$ cat config.mk
export PLATFORM = sky130hd
export DESIGN_NAME = mem_port_arbiter_flat
export DESIGN_NICKNAME = d
export VERILOG_FILES = /design/src/rtl/rapids_mem_pkg.sv /design/src/rtl/mem_port_arbiter_if.sv /design/src/rtl/mem_range_check.sv /design/src/rtl/mem_port_arbiter.sv /design/src/flat_wrapper.sv
export SDC_FILE = /design/constraint.sdc
export NUM_CORES = 1
export LEC_CHECK = 0
export ABC_AREA = 1
export CORE_MARGIN = 4
export CORE_UTILIZATION = 43
export DETAILED_ROUTE_END_ITERATION = 16
export MAX_ROUTING_LAYER = met4
export PLACE_DENSITY = 0.82
export SLEW_MARGIN = 20
export SYNTH_ARGS = -nofsm -noshare
export SYNTH_HDL_FRONTEND = slang
export SYNTH_HIERARCHICAL = 1
export SYNTH_SLANG_ARGS = --single-unit
$ cat constraint.sdc
create_clock -name clk -period 3.3 [get_ports clk]
set_input_delay 0.825 -clock clk [delete_from_list [all_inputs] [get_ports clk]]
set_output_delay 0.825 -clock clk [all_outputs]
set_load 0.02 [all_outputs]
$ cat src/rtl/rapids_mem_pkg.sv
// Shared definitions for the memory path: arbiter state and owner encodings,
// default memory window, and the address translation used by the arbiter and MMU.
package rapids_mem_pkg;

  typedef enum logic [1:0] {
    ARB_IDLE   = 2'd0,
    ARB_ACCESS = 2'd1,
    ARB_RESP   = 2'd2
  } arb_state_e;

  typedef enum logic {
    OWN_I = 1'b0,
    OWN_D = 1'b1
  } owner_e;

  // Default memory window: words [MEM_BASE_DEFAULT, MEM_BASE_DEFAULT+MEM_WORDS_DEFAULT-1]
  localparam int unsigned MEM_BASE_DEFAULT  = 16;
  localparam int unsigned MEM_WORDS_DEFAULT = 128;

  // Core word address -> backing memory word address
  function automatic logic [31:0] to_mem_addr(input logic [31:0] addr, input int unsigned base);
    return addr - 32'(base);
  endfunction

endpackage

$ cat src/rtl/mem_port_arbiter_if.sv
// Bundle of the core-side fetch/data ports and the memory-side port of the arbiter.
//
// Handshake semantics (all ports):
//   Core side: a requester raises *_req with its address/control/data stable and
//   holds them until the arbiter pulses *_done for exactly one cycle; *_fault and
//   *_rdata are only meaningful in that cycle. The requester drops *_req the cycle
//   after *_done; a req still high then is a new request.
//   Memory side: the arbiter raises m_req with m_we/m_addr/m_wdata stable and holds
//   them until m_ack is seen high at a rising edge; m_rdata is sampled in that cycle.
//   The arbiter may withdraw m_req without an ack only on timeout or reset.
interface mem_port_arbiter_if;
  logic        i_req;
  logic [31:0] i_addr;
  logic        i_done;
  logic        i_fault;
  logic [31:0] i_rdata;

  logic        d_req;
  logic        d_we;
  logic [31:0] d_addr;
  logic [31:0] d_wdata;
  logic        d_done;
  logic        d_fault;
  logic [31:0] d_rdata;

  logic        wait_instr;
  logic        wait_data;

  logic        m_req;
  logic        m_we;
  logic [31:0] m_addr;
  logic [31:0] m_wdata;
  logic        m_ack;
  logic [31:0] m_rdata;

  // Arbiter side
  modport slave (
    input  i_req, i_addr, d_req, d_we, d_addr, d_wdata, m_ack, m_rdata,
    output i_done, i_fault, i_rdata, d_done, d_fault, d_rdata,
           wait_instr, wait_data, m_req, m_we, m_addr, m_wdata
  );

  // Core + memory side
  modport master (
    output i_req, i_addr, d_req, d_we, d_addr, d_wdata, m_ack, m_rdata,
    input  i_done, i_fault, i_rdata, d_done, d_fault, d_rdata,
           wait_instr, wait_data, m_req, m_we, m_addr, m_wdata
  );
endinterface

$ cat src/rtl/mem_range_check.sv
// Combinational check that a 32-bit word address lies inside the memory window.
// Compare is done at 33 bits so BASE+WORDS never wraps; 0xFFFFFFFF is out of range.
module mem_range_check
  import rapids_mem_pkg::*;
#(
  parameter int unsigned BASE  = MEM_BASE_DEFAULT,
  parameter int unsigned WORDS = MEM_WORDS_DEFAULT
) (
  input  logic [31:0] addr,
  output logic        in_range
);
  localparam logic [32:0] LO = 33'(BASE);
  localparam logic [32:0] HI = 33'(BASE) + 33'(WORDS);

  logic [32:0] addr_x;

  assign addr_x   = {1'b0, addr};
  assign in_range = (addr_x >= LO) && (addr_x < HI);
endmodule

$ cat src/rtl/mem_port_arbiter.sv
// Shares one single-ported memory between the fetch and data ports of the core.
// Data has fixed priority, except that after MAX_STREAK consecutive data grants
// with a fetch pending the fetch port wins once. Out-of-range requests complete
// with a fault without touching memory; a memory that never acks is abandoned
// after TIMEOUT cycles with a fault. MAX_STREAK and TIMEOUT must be >= 1.
module mem_port_arbiter
  import rapids_mem_pkg::*;
#(
  parameter int unsigned MEM_BASE   = MEM_BASE_DEFAULT,
  parameter int unsigned MEM_WORDS  = MEM_WORDS_DEFAULT,
  parameter int unsigned MAX_STREAK = 3,
  parameter int unsigned TIMEOUT    = 15
) (
  input  logic               clk,
  input  logic               rst_n,
  mem_port_arbiter_if.slave  bus,
  output arb_state_e         dbg_state
);
  localparam int SW = $clog2(MAX_STREAK + 1);
  localparam int TW = $clog2(TIMEOUT + 1);
  localparam logic [SW-1:0] STREAK_MAX = SW'(MAX_STREAK);
  localparam logic [TW-1:0] TIMER_LAST = TW'(TIMEOUT - 1);

  arb_state_e      state_q, state_d;
  logic [SW-1:0]   streak_q, streak_d;
  logic [TW-1:0]   timer_q, timer_d;
  owner_e          owner_q, owner_d;
  logic            we_q, we_d;
  logic [31:0]     m_addr_q, m_addr_d;
  logic [31:0]     wdata_q, wdata_d;
  logic [31:0]     rdata_q, rdata_d;
  logic            fault_q, fault_d;

  logic            win_d;
  logic            win_i;
  logic [31:0]     sel_addr;
  logic            sel_in_range;
  logic            resp;

  // Arbitration: data wins unless a fetch has been passed over MAX_STREAK times
  assign win_d    = bus.d_req && !(bus.i_req && (streak_q == STREAK_MAX));
  assign win_i    = !win_d && bus.i_req;
  assign sel_addr = win_d ? bus.d_addr : bus.i_addr;

  mem_range_check #(
    .BASE  (MEM_BASE),
    .WORDS (MEM_WORDS)
  ) u_range (
    .addr     (sel_addr),
    .in_range (sel_in_range)
  );

  // Next-state, streak, timer and capture logic
  always_comb begin
    state_d  = state_q;
    streak_d = streak_q;
    timer_d  = timer_q;
    owner_d  = owner_q;
    we_d     = we_q;
    m_addr_d = m_addr_q;
    wdata_d  = wdata_q;
    rdata_d  = rdata_q;
    fault_d  = fault_q;

    case (state_q)
      ARB_IDLE: begin
        if (win_d || win_i) begin
          owner_d = win_d ? OWN_D : OWN_I;
          we_d    = win_d && bus.d_we;
          wdata_d = win_d ? bus.d_wdata : '0;
          rdata_d = '0;
          timer_d = '0;
          if (sel_in_range) begin
            m_addr_d = to_mem_addr(sel_addr, MEM_BASE);
            fault_d  = 1'b0;
            state_d  = ARB_ACCESS;
          end else begin
            m_addr_d = '0;
            fault_d  = 1'b1;
            state_d  = ARB_RESP;
          end
          if (win_i) begin
            streak_d = '0;
          end else if (bus.i_req && (streak_q != STREAK_MAX)) begin
            streak_d = streak_q + 1'b1;
          end
        end
      end
      ARB_ACCESS: begin
        // An ack in the last timer cycle still counts as a normal completion
        if (bus.m_ack) begin
          rdata_d = we_q ? '0 : bus.m_rdata;
          fault_d = 1'b0;
          state_d = ARB_RESP;
        end else if (timer_q == TIMER_LAST) begin
          fault_d = 1'b1;
          state_d = ARB_RESP;
        end else begin
          timer_d = timer_q + 1'b1;
        end
      end
      ARB_RESP: begin
        state_d = ARB_IDLE;
      end
      default: begin
        state_d = ARB_IDLE;
      end
    endcase

    // A fetch that is not waiting owes nothing to the fairness counter
    if (!bus.i_req) begin
      streak_d = '0;
    end
  end

  // FSM state register
  always_ff @(posedge clk or negedge rst_n) begin
    if (!rst_n) begin
      state_q <= ARB_IDLE;
    end else begin
      state_q <= state_d;
    end
  end

  // Streak, timer and request/response capture registers
  always_ff @(posedge clk or negedge rst_n) begin
    if (!rst_n) begin
      streak_q <= '0;
      timer_q  <= '0;
      owner_q  <= OWN_I;
      we_q     <= 1'b0;
      m_addr_q <= '0;
      wdata_q  <= '0;
      rdata_q  <= '0;
      fault_q  <= 1'b0;
    end else begin
      streak_q <= streak_d;
      timer_q  <= timer_d;
      owner_q  <= owner_d;
      we_q     <= we_d;
      m_addr_q <= m_addr_d;
      wdata_q  <= wdata_d;
      rdata_q  <= rdata_d;
      fault_q  <= fault_d;
    end
  end

  assign resp = (state_q == ARB_RESP);

  // Core-side completion: only the owner sees done, data forced to 0 on fault/write
  assign bus.i_done  = resp && (owner_q == OWN_I);
  assign bus.d_done  = resp && (owner_q == OWN_D);
  assign bus.i_fault = bus.i_done && fault_q;
  assign bus.d_fault = bus.d_done && fault_q;
  assign bus.i_rdata = (bus.i_done && !fault_q) ? rdata_q : '0;
  assign bus.d_rdata = (bus.d_done && !fault_q && !we_q) ? rdata_q : '0;

  assign bus.wait_instr = bus.i_req && !bus.i_done;
  assign bus.wait_data  = bus.d_req && !bus.d_done;

  // m_req is decoded from state so an async reset withdraws it immediately
  assign bus.m_req   = (state_q == ARB_ACCESS);
  assign bus.m_we    = we_q;
  assign bus.m_addr  = m_addr_q;
  assign bus.m_wdata = wdata_q;

  assign dbg_state = state_q;
endmodule

$ cat src/flat_wrapper.sv
// flat-port wrapper written by rule: the top's interface ports become plain ports
module mem_port_arbiter_flat import rapids_mem_pkg::*;
#(
  parameter int unsigned MEM_BASE   = MEM_BASE_DEFAULT,
  parameter int unsigned MEM_WORDS  = MEM_WORDS_DEFAULT,
  parameter int unsigned MAX_STREAK = 3,
  parameter int unsigned TIMEOUT    = 15
)
  (clk, rst_n, dbg_state, bus_i_req, bus_i_addr, bus_d_req, bus_d_we, bus_d_addr, bus_d_wdata, bus_m_ack, bus_m_rdata, bus_i_done, bus_i_fault, bus_i_rdata, bus_d_done, bus_d_fault, bus_d_rdata, bus_wait_instr, bus_wait_data, bus_m_req, bus_m_we, bus_m_addr, bus_m_wdata);
  mem_port_arbiter_if bus_i ();
  input  logic clk;
  input  logic rst_n;
  output arb_state_e dbg_state;
  input wire logic [$bits(bus_i.i_req)-1:0] bus_i_req;
  input wire logic [$bits(bus_i.i_addr)-1:0] bus_i_addr;
  input wire logic [$bits(bus_i.d_req)-1:0] bus_d_req;
  input wire logic [$bits(bus_i.d_we)-1:0] bus_d_we;
  input wire logic [$bits(bus_i.d_addr)-1:0] bus_d_addr;
  input wire logic [$bits(bus_i.d_wdata)-1:0] bus_d_wdata;
  input wire logic [$bits(bus_i.m_ack)-1:0] bus_m_ack;
  input wire logic [$bits(bus_i.m_rdata)-1:0] bus_m_rdata;
  output wire logic [$bits(bus_i.i_done)-1:0] bus_i_done;
  output wire logic [$bits(bus_i.i_fault)-1:0] bus_i_fault;
  output wire logic [$bits(bus_i.i_rdata)-1:0] bus_i_rdata;
  output wire logic [$bits(bus_i.d_done)-1:0] bus_d_done;
  output wire logic [$bits(bus_i.d_fault)-1:0] bus_d_fault;
  output wire logic [$bits(bus_i.d_rdata)-1:0] bus_d_rdata;
  output wire logic [$bits(bus_i.wait_instr)-1:0] bus_wait_instr;
  output wire logic [$bits(bus_i.wait_data)-1:0] bus_wait_data;
  output wire logic [$bits(bus_i.m_req)-1:0] bus_m_req;
  output wire logic [$bits(bus_i.m_we)-1:0] bus_m_we;
  output wire logic [$bits(bus_i.m_addr)-1:0] bus_m_addr;
  output wire logic [$bits(bus_i.m_wdata)-1:0] bus_m_wdata;
  assign bus_i.i_req = bus_i_req;
  assign bus_i.i_addr = bus_i_addr;
  assign bus_i.d_req = bus_d_req;
  assign bus_i.d_we = bus_d_we;
  assign bus_i.d_addr = bus_d_addr;
  assign bus_i.d_wdata = bus_d_wdata;
  assign bus_i.m_ack = bus_m_ack;
  assign bus_i.m_rdata = bus_m_rdata;
  assign bus_i_done = bus_i.i_done;
  assign bus_i_fault = bus_i.i_fault;
  assign bus_i_rdata = bus_i.i_rdata;
  assign bus_d_done = bus_i.d_done;
  assign bus_d_fault = bus_i.d_fault;
  assign bus_d_rdata = bus_i.d_rdata;
  assign bus_wait_instr = bus_i.wait_instr;
  assign bus_wait_data = bus_i.wait_data;
  assign bus_m_req = bus_i.m_req;
  assign bus_m_we = bus_i.m_we;
  assign bus_m_addr = bus_i.m_addr;
  assign bus_m_wdata = bus_i.m_wdata;
  mem_port_arbiter #(.MEM_BASE(MEM_BASE), .MEM_WORDS(MEM_WORDS), .MAX_STREAK(MAX_STREAK), .TIMEOUT(TIMEOUT)) u_core (.clk(clk), .rst_n(rst_n), .bus(bus_i), .dbg_state(dbg_state));
endmodule
== Yosys cells after proc, flatten, opt, wreduce, memory -nomap -nowiden ==
Index checks and enable logic that the tools add are counted.
W data, S select, Z words.

* Add/subtract/negate cells: 3
* $lt $le $gt $ge: 2
* Eq/ne operators: 13
* Multiplexer cells: 29
* Bitwise gates (word level): 1
* Reductions and logical operators: 30

{| class="wikitable"
|+ Operators by type and width
! kind !! count
|-
| $mux W32 || 8
|-
| $pmux W32 S2 || 1
|-
| $ge A32 B5 Y1 const B || 1
|-
| $lt A32 B8 Y1 const B || 1
|-
| $sub A32 B5 Y32 const B || 1
|-
| $mux W2 || 9
|-
| $logic_and A1 B1 Y1 || 15
|-
| $mux W4 || 3
|-
| $reduce_and A3 Y1 || 3
|-
| $ne A2 B2 Y1 const B || 4
|-
| $pmux W4 S2 || 1
|-
| $logic_not A1 Y1 || 6
|-
| $ne A2 B1 Y1 const B || 3
|-
| $mux W1 || 5
|-
| $add A4 B1 Y4 const B || 1
|-
| $eq A2 B2 Y1 const B || 2
|-
| $eq A4 B4 Y1 const B || 1
|-
| $pmux W2 S2 || 1
|-
| $reduce_and A2 Y1 || 2
|-
| $reduce_and A4 Y1 || 1
|-
| $ne A3 B1 Y1 const B || 1
|-
| $ne A3 B2 Y1 const B || 1
|-
| $add A2 B1 Y2 const B || 1
|-
| $eq A2 B1 Y1 const B || 1
|-
| 5 further kinds || 5
|}

* Register bits after elaboration: 107
* Input bits: 134
* Output and inout bits: 138
* Logic and storage cells: 87

== Longest topological paths before layout ==
* Word-level depth: 10
* Depth in mapped cells: 20
* Gate-level depth less buffers: 18

== Modules after synthesis ==
Netlist, hierarchy kept.

{| class="wikitable"
|+ By module, submodules not included
! module !! instances !! cells each !! area an instance (µm²) !! seq. area each (µm²)
|-
| mem_port_arbiter || 1 || 796 || 6014.5 || 2677.6
|-
| mem_range_check || 1 || 31 || 128.9 || 0.0
|}

== Least setup slack after synthesis ==
No wires, ideal clock.

* Path kind: input port to flip-flop
* From: input bus_i_req
* To: register u_core.m_addr_q[11], in the netlist u_core/bus.m_addr[11]
* Setup time: 0.066 ns
* Arrival: 2.824 ns
* Required time: 3.234 ns
* Path slack: 0.410 ns
* Cell stages on the path: 20
* Buffers on the path: 3
* Path through: buf_6 -> nand2_8 -> nand2_4 -> buf_6 -> inv_1 -> or2_2 -> o21ai_0 -> inv_1 -> nor2_1 -> nand2_1 -> nor2_1 -> nand3_1 -> nor2_2 -> inv_1 -> nor2_1 -> inv_1 -> clkbuf_1 -> a21oi_1 -> o21ai_0 -> nand2_1

* Cells in the longest elaborated chain, start to end: 7
* Elaborated cells on any way between the ends: 13
* Those cells by class: add/sub (1); order compare (2); mux (2); reduce/logical (8)

{| class="wikitable"
|+ RTL lines
! what !! RTL line !! RTL
|-
| start, declared || flat_wrapper.sv:14 || <nowiki>input wire logic [$bits(bus_i.i_req)-1:0] bus_i_req;</nowiki>
|-
| $logic_and A1 B1 Y1 (*) || mem_port_arbiter.sv:41 || <nowiki>assign win_d = bus.d_req && !(bus.i_req && (streak_q == STREAK_MAX));</nowiki>
|-
| $logic_not A1 Y1 (*) || mem_port_arbiter.sv:41 ||
|-
| $logic_and A1 B1 Y1 (*) || mem_port_arbiter.sv:41 ||
|-
| $mux W32 (*) || mem_port_arbiter.sv:43 || <nowiki>assign sel_addr = win_d ? bus.d_addr : bus.i_addr;</nowiki>
|-
| via u_core.sel_addr[31] || mem_port_arbiter.sv:36 || <nowiki>logic [31:0] sel_addr;</nowiki>
|-
| $ge A32 B5 Y1 / $lt A32 B8 Y1 (equally long branches) || mem_range_check.sv:18 || <nowiki>assign in_range = (addr_x >= LO) && (addr_x < HI);</nowiki>
|-
| $logic_and A1 B1 Y1 (*) || mem_range_check.sv:18 ||
|-
| via u_core.sel_in_range || mem_port_arbiter.sv:37 || <nowiki>logic sel_in_range;</nowiki>
|-
| $mux W32 (*) || mem_port_arbiter.sv:73 || <nowiki>if (sel_in_range) begin</nowiki>
|-
| end signal, assigned || mem_port_arbiter.sv:141 || <nowiki>m_addr_q <= m_addr_d;</nowiki>
|-
| end, declared || mem_port_arbiter.sv:29 || <nowiki>logic [31:0] m_addr_q, m_addr_d;</nowiki>
|}

Mark *: on every way through the listed nets, which the timed path passes. The rest lies on a longest branch.
A chain may end at the register's enable or synchronous reset.

== Worst setup path in the final report ==
* From: input bus_i_req
* To: output bus_wait_instr

* Cells in the longest elaborated chain, start to end: 1

{| class="wikitable"
|+ RTL lines
! what !! RTL line !! RTL
|-
| $logic_and A1 B1 Y1 || mem_port_arbiter.sv:158 || <nowiki>assign bus.wait_instr = bus.i_req && !bus.i_done;</nowiki>
|-
| end, declared || flat_wrapper.sv:28 || <nowiki>output wire logic [$bits(bus_i.wait_instr)-1:0] bus_wait_instr;</nowiki>
|}

Every way passes these cells.

==> flow_summary.ini <==
[status]
status = finished clean

[yosys]
netlist_area_um2 = 6130
postSynthAreaPerCell_um2 = 7.45
syn_nets = 960
synthesis.instances = 823
yosys_warnings = 6

[global_routing]
global_route_wire_length_before_repair_mm = 31.3
maximum_number_of_pins_on_one_net_before_global_route_repair = 65
grt_remaining_overflow = 0
grt.total_usage_pct = 24.8
number_of_antenna_violations_at_the_first_check_in_global_routing = 0
first_global_vias = 6150

[final_layout]
areaGrowthSynthToFinish_pct = 59.4
num-nets-final = 1269
layoutNonFillerInstCount = 1317
finalInstanceArea_um2 = 9770
drive_above_1_share_pct = 12.5
mostFrequentLayoutCell = sky130_fd_sc_hd__clkdlybuf4s50_1
most-common-layout-cells = sky130_fd_sc_hd__clkdlybuf4s50_1 (269), sky130_fd_sc_hd__nand2_1 (180), sky130_fd_sc_hd__inv_1 (117), sky130_fd_sc_hd__nor2_1 (108), sky130_fd_sc_hd__dfrtp_1 (107)
diodes = 0

[hold_path]
holdCritPathClass = in2async

[placement]
detailed_place.area_um2 = 9430
dp.cells = 1301
place_worst_setup_slack_ps = -196
portBuffers = 271
detailed_place_hpwl_mm = 15.6
gp_congestion = 0.908

[floorplan]
die-area_um2 = 16200
ios = 272
core_um2 = 13900
die_y_um = 127
floorplan.rows = 43
floorplan.die.width_um = 127
start_util_pct = 44.0

[setup_path]
timing.critical_path.arrival_ps = 2330
worstPathMaxFanout = 6
worstSetupEndpointType = output port
setup.worst_path.class = in2out
required_ps = 2470
critPathLaunchType = primary input

[route]
route.detailed.drc = 0
totalWireLength_mm = 19.9
drt_iter0_drc = 394
via_count = 6400
route.detailed.vias_per_inst = 4.86
drtPass1Iterations = 5
post_route_antenna_net_violation_count = 0
routed_wire_length_per_instance_um = 15.1

[sta]
period_minus_slack_ps = 3160
final-hold-violation-count = 0
timing.max_slew.rel_slack_pct = 62.4
maxClockFrequency_ghz = 0.317
transition_time_at_the_pin_with_the_least_slew_margin_ps = 564
period_share_pct = 95.7
drv_slew = 0
worst_clock_skew_ps = 7.18
setup_ws_post_layout_ps = 141
report.final.setup_viol = 0

[cts]
clock_sinks = 107
cts-buffers-inserted = 9
register_clock_pin_slew_on_the_reported_worst_setup_and_hold_paths_ps = 80
tritoncts_clock_tree = built
cts_h_tree_depth = 3
clock_path_buffers = 2
cts-root-buf = sky130_fd_sc_hd__clkbuf_16
clock_latency_ps = 340

[power]
vdd_drop_max_uv = 267
power_density_nw_per_um2 = 349
p_leak_nw = 4.45

[flow_run]
maxCapViolCount = 0
routing by layer:
metal / GRT usage, % / part of all wire (%) / vias to the layer above
met4: 7.82 / 2.1 / 0
met1: 29.7 / 41 / 2955
li1: - / - / 3194
met2: 43.3 / 51 / 223
met3: 3.55 / 5.8 / 28
met5: - / 0 / -
sequential cells by signal (all words and copies together), names as in the netlist:
signal	count
u_core/dbg_state	2
u_core/streak_q	2
u_core/rdata_q	32
u_core/bus.m_we	1
u_core/owner_q	1
u_core/timer_q	4
u_core/fault_q	1
u_core/bus.m_addr	32
u_core/bus.m_wdata	32
layout make-up:
class | instances | area (um^2)
Clock buffer | 10 | 239
Clock inverter | 6 | 82.6
Fill cell | 1134 | 4170
Inverter | 123 | 462
Multi-Input combinational cell | 555 | 2800
Sequential cell | 107 | 2680
Tap cell | 180 | 225
Timing Repair Buffer | 336 | 3280
metrics by stage:
step	setup TNS (ps)	hold WS (ps)	utilization [%]	total power, mW
after detailed placement	-1650	465	67.7	2.28
after floorplan	0	464	-	1.80
after global routing	-33.2	484	70.1	3.55
after global placement	-398	463	67.7	2.27
after CTS	0	474	70.0	3.44
final	0	456	70.1	3.41
path summary, 6_finish.rpt:
| check | start | end | slack (ps) | cells past startpoint |
|---|---|---|---|---|
| max in group asynchronous | rst_n | u_core/rdata_q[1] | 2050 | 2 |
| setup reg to reg | u_core/streak_q[0] | u_core/bus.m_addr[16] | 600 | 17 |
| hold / removal | rst_n | u_core/bus.m_addr[6] | 460 | 1 |
| min in group clk | u_core/bus.m_addr[18] | u_core/bus.m_addr[18] | 480 | 2 |
| setup / recovery | bus_i_req | bus_wait_instr | 140 | 5 |
| hold reg to reg | u_core/bus.m_addr[18] | u_core/bus.m_addr[18] | 480 | 2 |
power breakdown:
group / internal, mW / switching, mW / total (mW)
Clock: 0.629 / 0.522 / 1.15
Sequential: 1.38 / 0.0393 / 1.41
Combinational: 0.432 / 0.412 / 0.844
timing repair:
item,CTS,global route
endpoints found under the setup margin,0,69
resized for setup,0,4
setup buffers,0,0
hold buffers,0,0
critical path, cell delays in order:
cell,delay (ps)
sky130_fd_sc_hd__clkdlybuf4s50_1,580
sky130_fd_sc_hd__buf_4,180
sky130_fd_sc_hd__nand2_1,70
sky130_fd_sc_hd__inv_1,50
sky130_fd_sc_hd__clkdlybuf4s50_1,630
Note: power is estimated with default switching activity, not from simulation.
